### config.mk
export PLATFORM = sky130hd
export DESIGN_NAME = inst_fetch_queue_flat
export DESIGN_NICKNAME = d
export VERILOG_FILES = /design/src/rtl/inst_fetch_queue_if.sv /design/src/rtl/inst_fetch_queue.sv /design/src/flat_wrapper.sv
export SDC_FILE = /design/constraint.sdc
export NUM_CORES = 1
export LEC_CHECK = 0
export ABC_AREA = 1
export BUFFER_PORTS_ARGS = -buffer_cell sky130_fd_sc_hd__buf_4
export CAP_MARGIN = 20
export CORE_MARGIN = 2
export CORE_UTILIZATION = 30
export DETAILED_ROUTE_END_ITERATION = 8
export GPL_TIMING_DRIVEN = 1
export HOLD_SLACK_MARGIN = 0.05
export PLACE_DENSITY_LB_ADDON = 0.2
export SETUP_SLACK_MARGIN = 0.02
export SYNTH_ARGS = -nofsm -noshare
export SYNTH_HDL_FRONTEND = slang
export SYNTH_SLANG_ARGS = --single-unit
### constraint.sdc
create_clock -name clk -period 1.95 [get_ports clk]
set_input_delay 0.39 -clock clk [delete_from_list [all_inputs] [get_ports clk]]
set_output_delay 0.39 -clock clk [all_outputs]
set_load 0.01 [all_outputs]
### src/rtl/inst_fetch_queue_if.sv
// Fetch-stage bundle: redirect input, instruction-memory handshake,
// decode-side valid/ready queue head and the misalignment flag.
interface inst_fetch_queue_if #(
   parameter int ADDR_WIDTH = 32,
   parameter int INST_WIDTH = 32
) ();
   logic                  redirect;
   logic [ADDR_WIDTH-1:0] redirect_pc;
   logic                  mem_req;
   logic [ADDR_WIDTH-1:0] mem_addr;
   logic                  mem_ack;
   logic                  mem_rvalid;
   logic [INST_WIDTH-1:0] mem_rdata;
   logic                  inst_valid;
   logic [INST_WIDTH-1:0] inst;
   logic [ADDR_WIDTH-1:0] inst_pc;
   logic                  inst_ready;
   logic                  misalign_err;

   modport master (
      input  redirect, redirect_pc,
      input  mem_ack, mem_rvalid, mem_rdata,
      input  inst_ready,
      output mem_req, mem_addr,
      output inst_valid, inst, inst_pc,
      output misalign_err
   );

   modport slave (
      output redirect, redirect_pc,
      output mem_ack, mem_rvalid, mem_rdata,
      output inst_ready,
      input  mem_req, mem_addr,
      input  inst_valid, inst, inst_pc,
      input  misalign_err
   );
endinterface

### src/rtl/inst_fetch_queue.sv
// Sequential instruction fetch with a small PC/instruction queue.
// Optional FETCH_ALIGN_CHECK_EN: word-align redirects, flag misalignment.
module inst_fetch_queue #(
   parameter int                    ADDR_WIDTH = 32,
   parameter int                    INST_WIDTH = 32,
   parameter int                    DEPTH      = 4,
   parameter logic [ADDR_WIDTH-1:0] RESET_PC   = '0
) (
   input logic                 clk,
   input logic                 rst,
   inst_fetch_queue_if.master  bus
);

   localparam int PW = $clog2(DEPTH);
   localparam int CW = PW + 1;

   typedef enum logic [2:0] {
      IDLE, REQ, WAIT, REQ_STALE, WAIT_STALE
   } state_e;

   state_e                state_q, state_d;
   logic [ADDR_WIDTH-1:0] fetch_pc_q, fetch_pc_d;
   logic [ADDR_WIDTH-1:0] req_addr_q, req_addr_d;
   logic [CW-1:0]         count_q, count_d;
   logic [PW-1:0]         rd_ptr_q, rd_ptr_d;
   logic [PW-1:0]         wr_ptr_q, wr_ptr_d;
   logic                  err_q, err_d;
   logic [INST_WIDTH-1:0] inst_q [DEPTH];
   logic [ADDR_WIDTH-1:0] pc_q   [DEPTH];

   logic                  push, pop, mis;
   logic [CW-1:0]         cnt_after;
   logic [ADDR_WIDTH-1:0] tgt;

`ifdef FETCH_ALIGN_CHECK_EN
   assign tgt = {bus.redirect_pc[ADDR_WIDTH-1:2], 2'b00};
   assign mis = |bus.redirect_pc[1:0];
`else
   assign tgt = bus.redirect_pc;
   assign mis = 1'b0;
`endif

   assign bus.inst_valid   = (count_q != '0);
   assign bus.inst         = inst_q[rd_ptr_q];
   assign bus.inst_pc      = pc_q[rd_ptr_q];
   assign bus.mem_req      = (state_q == REQ) || (state_q == REQ_STALE);
   // A stale request keeps presenting the pre-redirect address until acked
   assign bus.mem_addr     = (state_q == REQ_STALE) ? req_addr_q
                                                    : fetch_pc_q;
   assign bus.misalign_err = err_q;

   assign pop       = bus.inst_valid && bus.inst_ready;
   assign push      = (state_q == WAIT) && bus.mem_rvalid
                      && !bus.redirect;
   assign cnt_after = count_q + CW'(push) - CW'(pop);

   always_comb begin
      state_d    = state_q;
      fetch_pc_d = fetch_pc_q;
      req_addr_d = req_addr_q;
      count_d    = cnt_after;
      rd_ptr_d   = rd_ptr_q + PW'(pop);
      wr_ptr_d   = wr_ptr_q + PW'(push);
      err_d      = err_q;

      if (state_q == REQ) req_addr_d = fetch_pc_q;

      unique case (state_q)
         IDLE: begin
            if (count_q < CW'(DEPTH)) state_d = REQ;
         end
         REQ: begin
            if (bus.mem_ack) begin
               state_d    = WAIT;
               fetch_pc_d = fetch_pc_q + ADDR_WIDTH'(4);
            end
         end
         WAIT: begin
            if (bus.mem_rvalid)
               state_d = (cnt_after < CW'(DEPTH - 1)) ? REQ : IDLE;
         end
         REQ_STALE: begin
            if (bus.mem_ack) state_d = WAIT_STALE;
         end
         WAIT_STALE: begin
            if (bus.mem_rvalid) state_d = IDLE;
         end
         default: state_d = IDLE;
      endcase

      if (bus.redirect) begin
         count_d    = '0;
         rd_ptr_d   = '0;
         wr_ptr_d   = '0;
         fetch_pc_d = tgt;
         err_d      = err_q | mis;
         unique case (state_q)
            IDLE:    state_d = IDLE;
            REQ:     state_d = bus.mem_ack ? WAIT_STALE : REQ_STALE;
            WAIT:    state_d = bus.mem_rvalid ? IDLE : WAIT_STALE;
            default: ;
         endcase
      end
   end

   always_ff @(posedge clk or negedge rst) begin
      if (!rst) begin
         state_q    <= IDLE;
         fetch_pc_q <= RESET_PC;
         req_addr_q <= RESET_PC;
         count_q    <= '0;
         rd_ptr_q   <= '0;
         wr_ptr_q   <= '0;
         err_q      <= 1'b0;
      end else begin
         state_q    <= state_d;
         fetch_pc_q <= fetch_pc_d;
         req_addr_q <= req_addr_d;
         count_q    <= count_d;
         rd_ptr_q   <= rd_ptr_d;
         wr_ptr_q   <= wr_ptr_d;
         err_q      <= err_d;
      end
   end

   always_ff @(posedge clk or negedge rst) begin
      if (!rst) begin
         for (int i = 0; i < DEPTH; i++) begin
            inst_q[i] <= '0;
            pc_q[i]   <= '0;
         end
      end else if (push) begin
         inst_q[wr_ptr_q] <= bus.mem_rdata;
         pc_q[wr_ptr_q]   <= req_addr_q;
      end
   end

endmodule

### src/flat_wrapper.sv
// flat-port wrapper written by rule: the top's interface ports become plain ports
module inst_fetch_queue_flat 
#(
   parameter int                    ADDR_WIDTH = 32,
   parameter int                    INST_WIDTH = 32,
   parameter int                    DEPTH      = 4,
   parameter logic [ADDR_WIDTH-1:0] RESET_PC   = '0
)
  (clk, rst, bus_redirect, bus_redirect_pc, bus_mem_ack, bus_mem_rvalid, bus_mem_rdata, bus_inst_ready, bus_mem_req, bus_mem_addr, bus_inst_valid, bus_inst, bus_inst_pc, bus_misalign_err);
  inst_fetch_queue_if #(.ADDR_WIDTH(ADDR_WIDTH), .INST_WIDTH(INST_WIDTH)) bus_i ();
  input logic clk;
  input logic rst;
  input wire logic [$bits(bus_i.redirect)-1:0] bus_redirect;
  input wire logic [$bits(bus_i.redirect_pc)-1:0] bus_redirect_pc;
  input wire logic [$bits(bus_i.mem_ack)-1:0] bus_mem_ack;
  input wire logic [$bits(bus_i.mem_rvalid)-1:0] bus_mem_rvalid;
  input wire logic [$bits(bus_i.mem_rdata)-1:0] bus_mem_rdata;
  input wire logic [$bits(bus_i.inst_ready)-1:0] bus_inst_ready;
  output wire logic [$bits(bus_i.mem_req)-1:0] bus_mem_req;
  output wire logic [$bits(bus_i.mem_addr)-1:0] bus_mem_addr;
  output wire logic [$bits(bus_i.inst_valid)-1:0] bus_inst_valid;
  output wire logic [$bits(bus_i.inst)-1:0] bus_inst;
  output wire logic [$bits(bus_i.inst_pc)-1:0] bus_inst_pc;
  output wire logic [$bits(bus_i.misalign_err)-1:0] bus_misalign_err;
  assign bus_i.redirect = bus_redirect;
  assign bus_i.redirect_pc = bus_redirect_pc;
  assign bus_i.mem_ack = bus_mem_ack;
  assign bus_i.mem_rvalid = bus_mem_rvalid;
  assign bus_i.mem_rdata = bus_mem_rdata;
  assign bus_i.inst_ready = bus_inst_ready;
  assign bus_mem_req = bus_i.mem_req;
  assign bus_mem_addr = bus_i.mem_addr;
  assign bus_inst_valid = bus_i.inst_valid;
  assign bus_inst = bus_i.inst;
  assign bus_inst_pc = bus_i.inst_pc;
  assign bus_misalign_err = bus_i.misalign_err;
  inst_fetch_queue #(.ADDR_WIDTH(ADDR_WIDTH), .INST_WIDTH(INST_WIDTH), .DEPTH(DEPTH), .RESET_PC(RESET_PC)) u_core (.clk(clk), .rst(rst), .bus(bus_i));
endmodule
==> results.sh <==
export IMPL_status="finished, violations left"
export IMPL_violations="setup timing"
export IMPL_die_area_um2=52600
export IMPL_antenna_left=0
export IMPL_fmax_mhz=432
export IMPL_worst_endpoint_arrival_ns=1.93
export IMPL_wl_met3_mm=2.34
export IMPL_ys_top_cells_by_count="nand2_1, o21ai_0, dfrtp_1"
export IMPL_critical_path_class="reg -> out"
export IMPL_cts_root_buf="clkbuf_16"
export IMPL_highest_layer="met4"
export IMPL_crit_buf_inv=4
export IMPL_cp_slowest_cell="dfrtp_1"
export IMPL_start_util_pct=30.4
export IMPL_synth_most_common_cell="nand2_1"
export IMPL_synth_top_cell_by_area="dfrtp_1"
export IMPL_p_leak_nw=10.0
export IMPL_drt_total_wl_mm=52.2
export IMPL_synth_edf_count=0
export IMPL_routabilityCongestion=0.908
export IMPL_finalCritPeriodShare_pct=119
export IMPL_synth_avg_cell_area_um2=8.03
export IMPL_clock_skew_ns=0.0187
export IMPL_die_w_um=229
export IMPL_peakVddDrop_uv=548
export IMPL_coreArea_um2=50200
export IMPL_worstSetupEndpointType="output pin"
export IMPL_final_setup_viol_count=98
export IMPL_syn_inst=1898
export IMPL_dp_slack_ns=-0.280
export IMPL_setup_slack_ns=-0.366
export IMPL_vias_per_cell=4.97
export IMPL_grt_setup_unrepaired="true"
export IMPL_wl_met2_mm=24.5
export IMPL_dpl_cell_area_um2=17700
export IMPL_drive_gt1_share_pct=27.2
export IMPL_relSlewSlack_pct=61.7
export IMPL_clk_latency_ns=0.56
export IMPL_dp_cells=2683
export IMPL_hold_slack_ns=0.112
export IMPL_grt_pass1_wl_mm=76.4
export IMPL_fin_crit_ns=2.32
export IMPL_drtPass1Iterations=5
export IMPL_wl_per_cell_um=18.6
export IMPL_crit_top_cell="buf_6"
export IMPL_async_reset_ff_share_pct=100
export IMPL_wl_met1_mm=23.8
export IMPL_grt_max_degree=129
export IMPL_final_core_util_pct=42.8
export IMPL_first_global_vias=13300
export IMPL_grtUsageTotal_pct=18.3
export IMPL_antenna_found_initial=0
export IMPL_hpwl_mm=30.2
export IMPL_cap_violations=0
export IMPL_stdcell_count=2807
export IMPL_first_iter_violations=1006
export IMPL_num_vias=13900
export IMPL_hp_class="in -> reg"
export IMPL_path_clk_slew_ns=0.05
export IMPL_p_per_area_nw_per_um2=1430
export IMPL_ys_flop_type="dfrtp_1"
export IMPL_cts_tree="built"
export IMPL_syn_nets=1974
export IMPL_path_max_fanout=6
export IMPL_required_ns=1.56
export IMPL_final_cell_area_um2=21500
export IMPL_synth_distinct_cells=34
export IMPL_yosysTopAreaCellShare_pct=54.2
export IMPL_crit_family="buffers and inverters"
export IMPL_io_pin_count=169
export IMPL_fp_dieH_um=229
export IMPL_netlist_area_um2=15200
export IMPL_yosys_warnings=0
export IMPL_path_cells="buf_6, nor2_4, nand2_4, buf_12, clkbuf_16, o21ai_4, buf_6"
export IMPL_cts_buffer_depth=3
export IMPL_drv_slew=0
export IMPL_htree_num_levels=2
export IMPL_area_growth_pct=40.8
export IMPL_synth_seq_cells=330
export IMPL_rows=82
export IMPL_cts_num_sinks=330
export IMPL_hold_violations=0
export IMPL_max_stage_delay_ns=0.40
export IMPL_port_buffers=167
export IMPL_worstMarginPinSlew_ns=0.574
export IMPL_drc=0
export IMPL_seq_area_frac_synth_pct=54.2
export IMPL_layout_nets=2181
export IMPL_cts_made_buffers=40
export IMPL_startpoint_type="register"
export IMPL_gr_total_overflow=0
export IMPL_ys_top_cells_by_area="dfrtp_1, o21ai_0, nand2_1"
stage by stage:
| stage | TNS (ns) | total power [W] |
|---|---|---|
| 2_1_floorplan | -0.0925 | 0.0143 |
| 3_3_place_gp | -0.387 | 0.0195 |
| 3_5_place_dp | -0.440 | 0.0196 |
| 4_1_cts | -33.00 | 0.0290 |
| 5_1_grt | -37.92 | 0.0327 |
| 6_report | -29.66 | 0.0308 |
path summary, 6_finish.rpt:
kind / endpoint / slack, ns / from / cells after the start
min in group asynchronous: u_core.inst_q[90]$_DFFE_PN0P_ / 0.32 / rst / 2
worst min-delay path: u_core.fetch_pc_q[3]$_DFFE_PN0P_ / 0.11 / bus_redirect_pc[3] / 3
worst max register to register: u_core.state_q[0]$_DFF_PN0_ / -0.22 / u_core.count_q[1]$_DFF_PN0_ / 13
max in group asynchronous: u_core.inst_q[96]$_DFFE_PN0P_ / 0.92 / rst / 3
worst min register to register: u_core.pc_q[95]$_DFFE_PN0P_ / 0.48 / u_core.pc_q[95]$_DFFE_PN0P_ / 2
worst max-delay path: bus_mem_addr[6] / -0.37 / u_core.state_q[2]$_DFF_PN0_ / 7
placed cells by master, fill, tap and decap left out, types with 2 or more instances in the layout:
master / n
a21oi_1: 66
a21oi_2: 11
a32oi_1: 2
buf_12: 32
buf_16: 16
buf_4: 173
buf_6: 46
buf_8: 4
bufinv_16: 2
clkbuf_1: 11
clkbuf_16: 56
clkbuf_8: 11
clkinv_2: 4
clkinv_4: 2
dfrtp_1: 328
dlygate4sd3_1: 3
ha_1: 4
inv_1: 111
inv_2: 3
nand2_1: 374
nand2_2: 12
nand2_4: 25
nand3_1: 37
nand4_1: 3
nor2_1: 247
nor2_2: 38
nor2_4: 13
nor3_1: 2
o211ai_1: 2
o21ai_0: 278
o21ai_1: 55
o21ai_2: 47
o21ai_4: 29
o22ai_1: 22
o22ai_2: 46
xor2_1: 2
cell families after synthesis:
kind of cell             after synthesis  synth area share [%]
AO/OA/AOI/OAI                        563                  19.4
XOR/XNOR                               4                 0.230
adder cells (fa/ha/maj)                6                 0.542
buffers and inverters                241                  6.52
flip-flops                           330                  54.2
other                                  1                0.0246
AND/OR/NAND/NOR                      753                  19.1
power by group:
part           switching, W  total (W)  internal, W  leakage (nW)
registers          0.000990    0.00912      0.00813          4.41
clock network       0.00297    0.00751      0.00454         0.646
logic               0.00785     0.0141      0.00628          4.96
total                0.0118     0.0308       0.0189          10.0
metal layers:
| layer | vias up | GRT usage [%] |
|---|---|---|
| met5 | - | 0 |
| met4 | 0 | 5.84 |
| met3 | 88 | 3.50 |
| met2 | 382 | 28.9 |
| met1 | 6816 | 25.2 |
| li1 | 6661 | - |
layout make-up:
| type | count | area, um2 |
|---|---|---|
| Antenna cell | 1 | 2.50 |
| Clock buffer | 63 | 1220 |
| Clock inverter | 8 | 96.3 |
| Fill cell | 4941 | 28700 |
| Inverter | 117 | 459 |
| Multi-Input combinational cell | 1327 | 7220 |
| Sequential cell | 330 | 8260 |
| Tap cell | 672 | 841 |
| Timing Repair Buffer | 289 | 3360 |
sequential cells by signal, indices dropped and copies added, names as in the netlist:
register,cells
u_core.inst_q,128
u_core.state_q,3
u_core.pc_q,128
u_core.req_addr_q,32
u_core.wr_ptr_q,2
u_core.rd_ptr_q,2
u_core.fetch_pc_q,32
u_core.count_q,3
worst reg2reg max path, delay by kind of cell, from the launching register on:
| kind | cells | cell delay, ns |
|---|---|---|
| XOR/XNOR | 2 | 0.38 |
| AO/OA/AOI/OAI | 1 | 0.08 |
| flip-flops | 1 | 0.39 |
| adder cells (fa/ha/maj) | 3 | 0.76 |
| buffers and inverters | 2 | 0.12 |
| AND/OR/NAND/NOR | 5 | 0.39 |
timing repair:
item,CTS,global route
setup endpoints to repair,98,138
pin swaps,17,26
gates cloned,11,19
hold endpoints to repair,32,0
hold buffers,3,0
resized for setup,199,275
buffers inserted,10,12
Power figures use the tool's default switching activity.
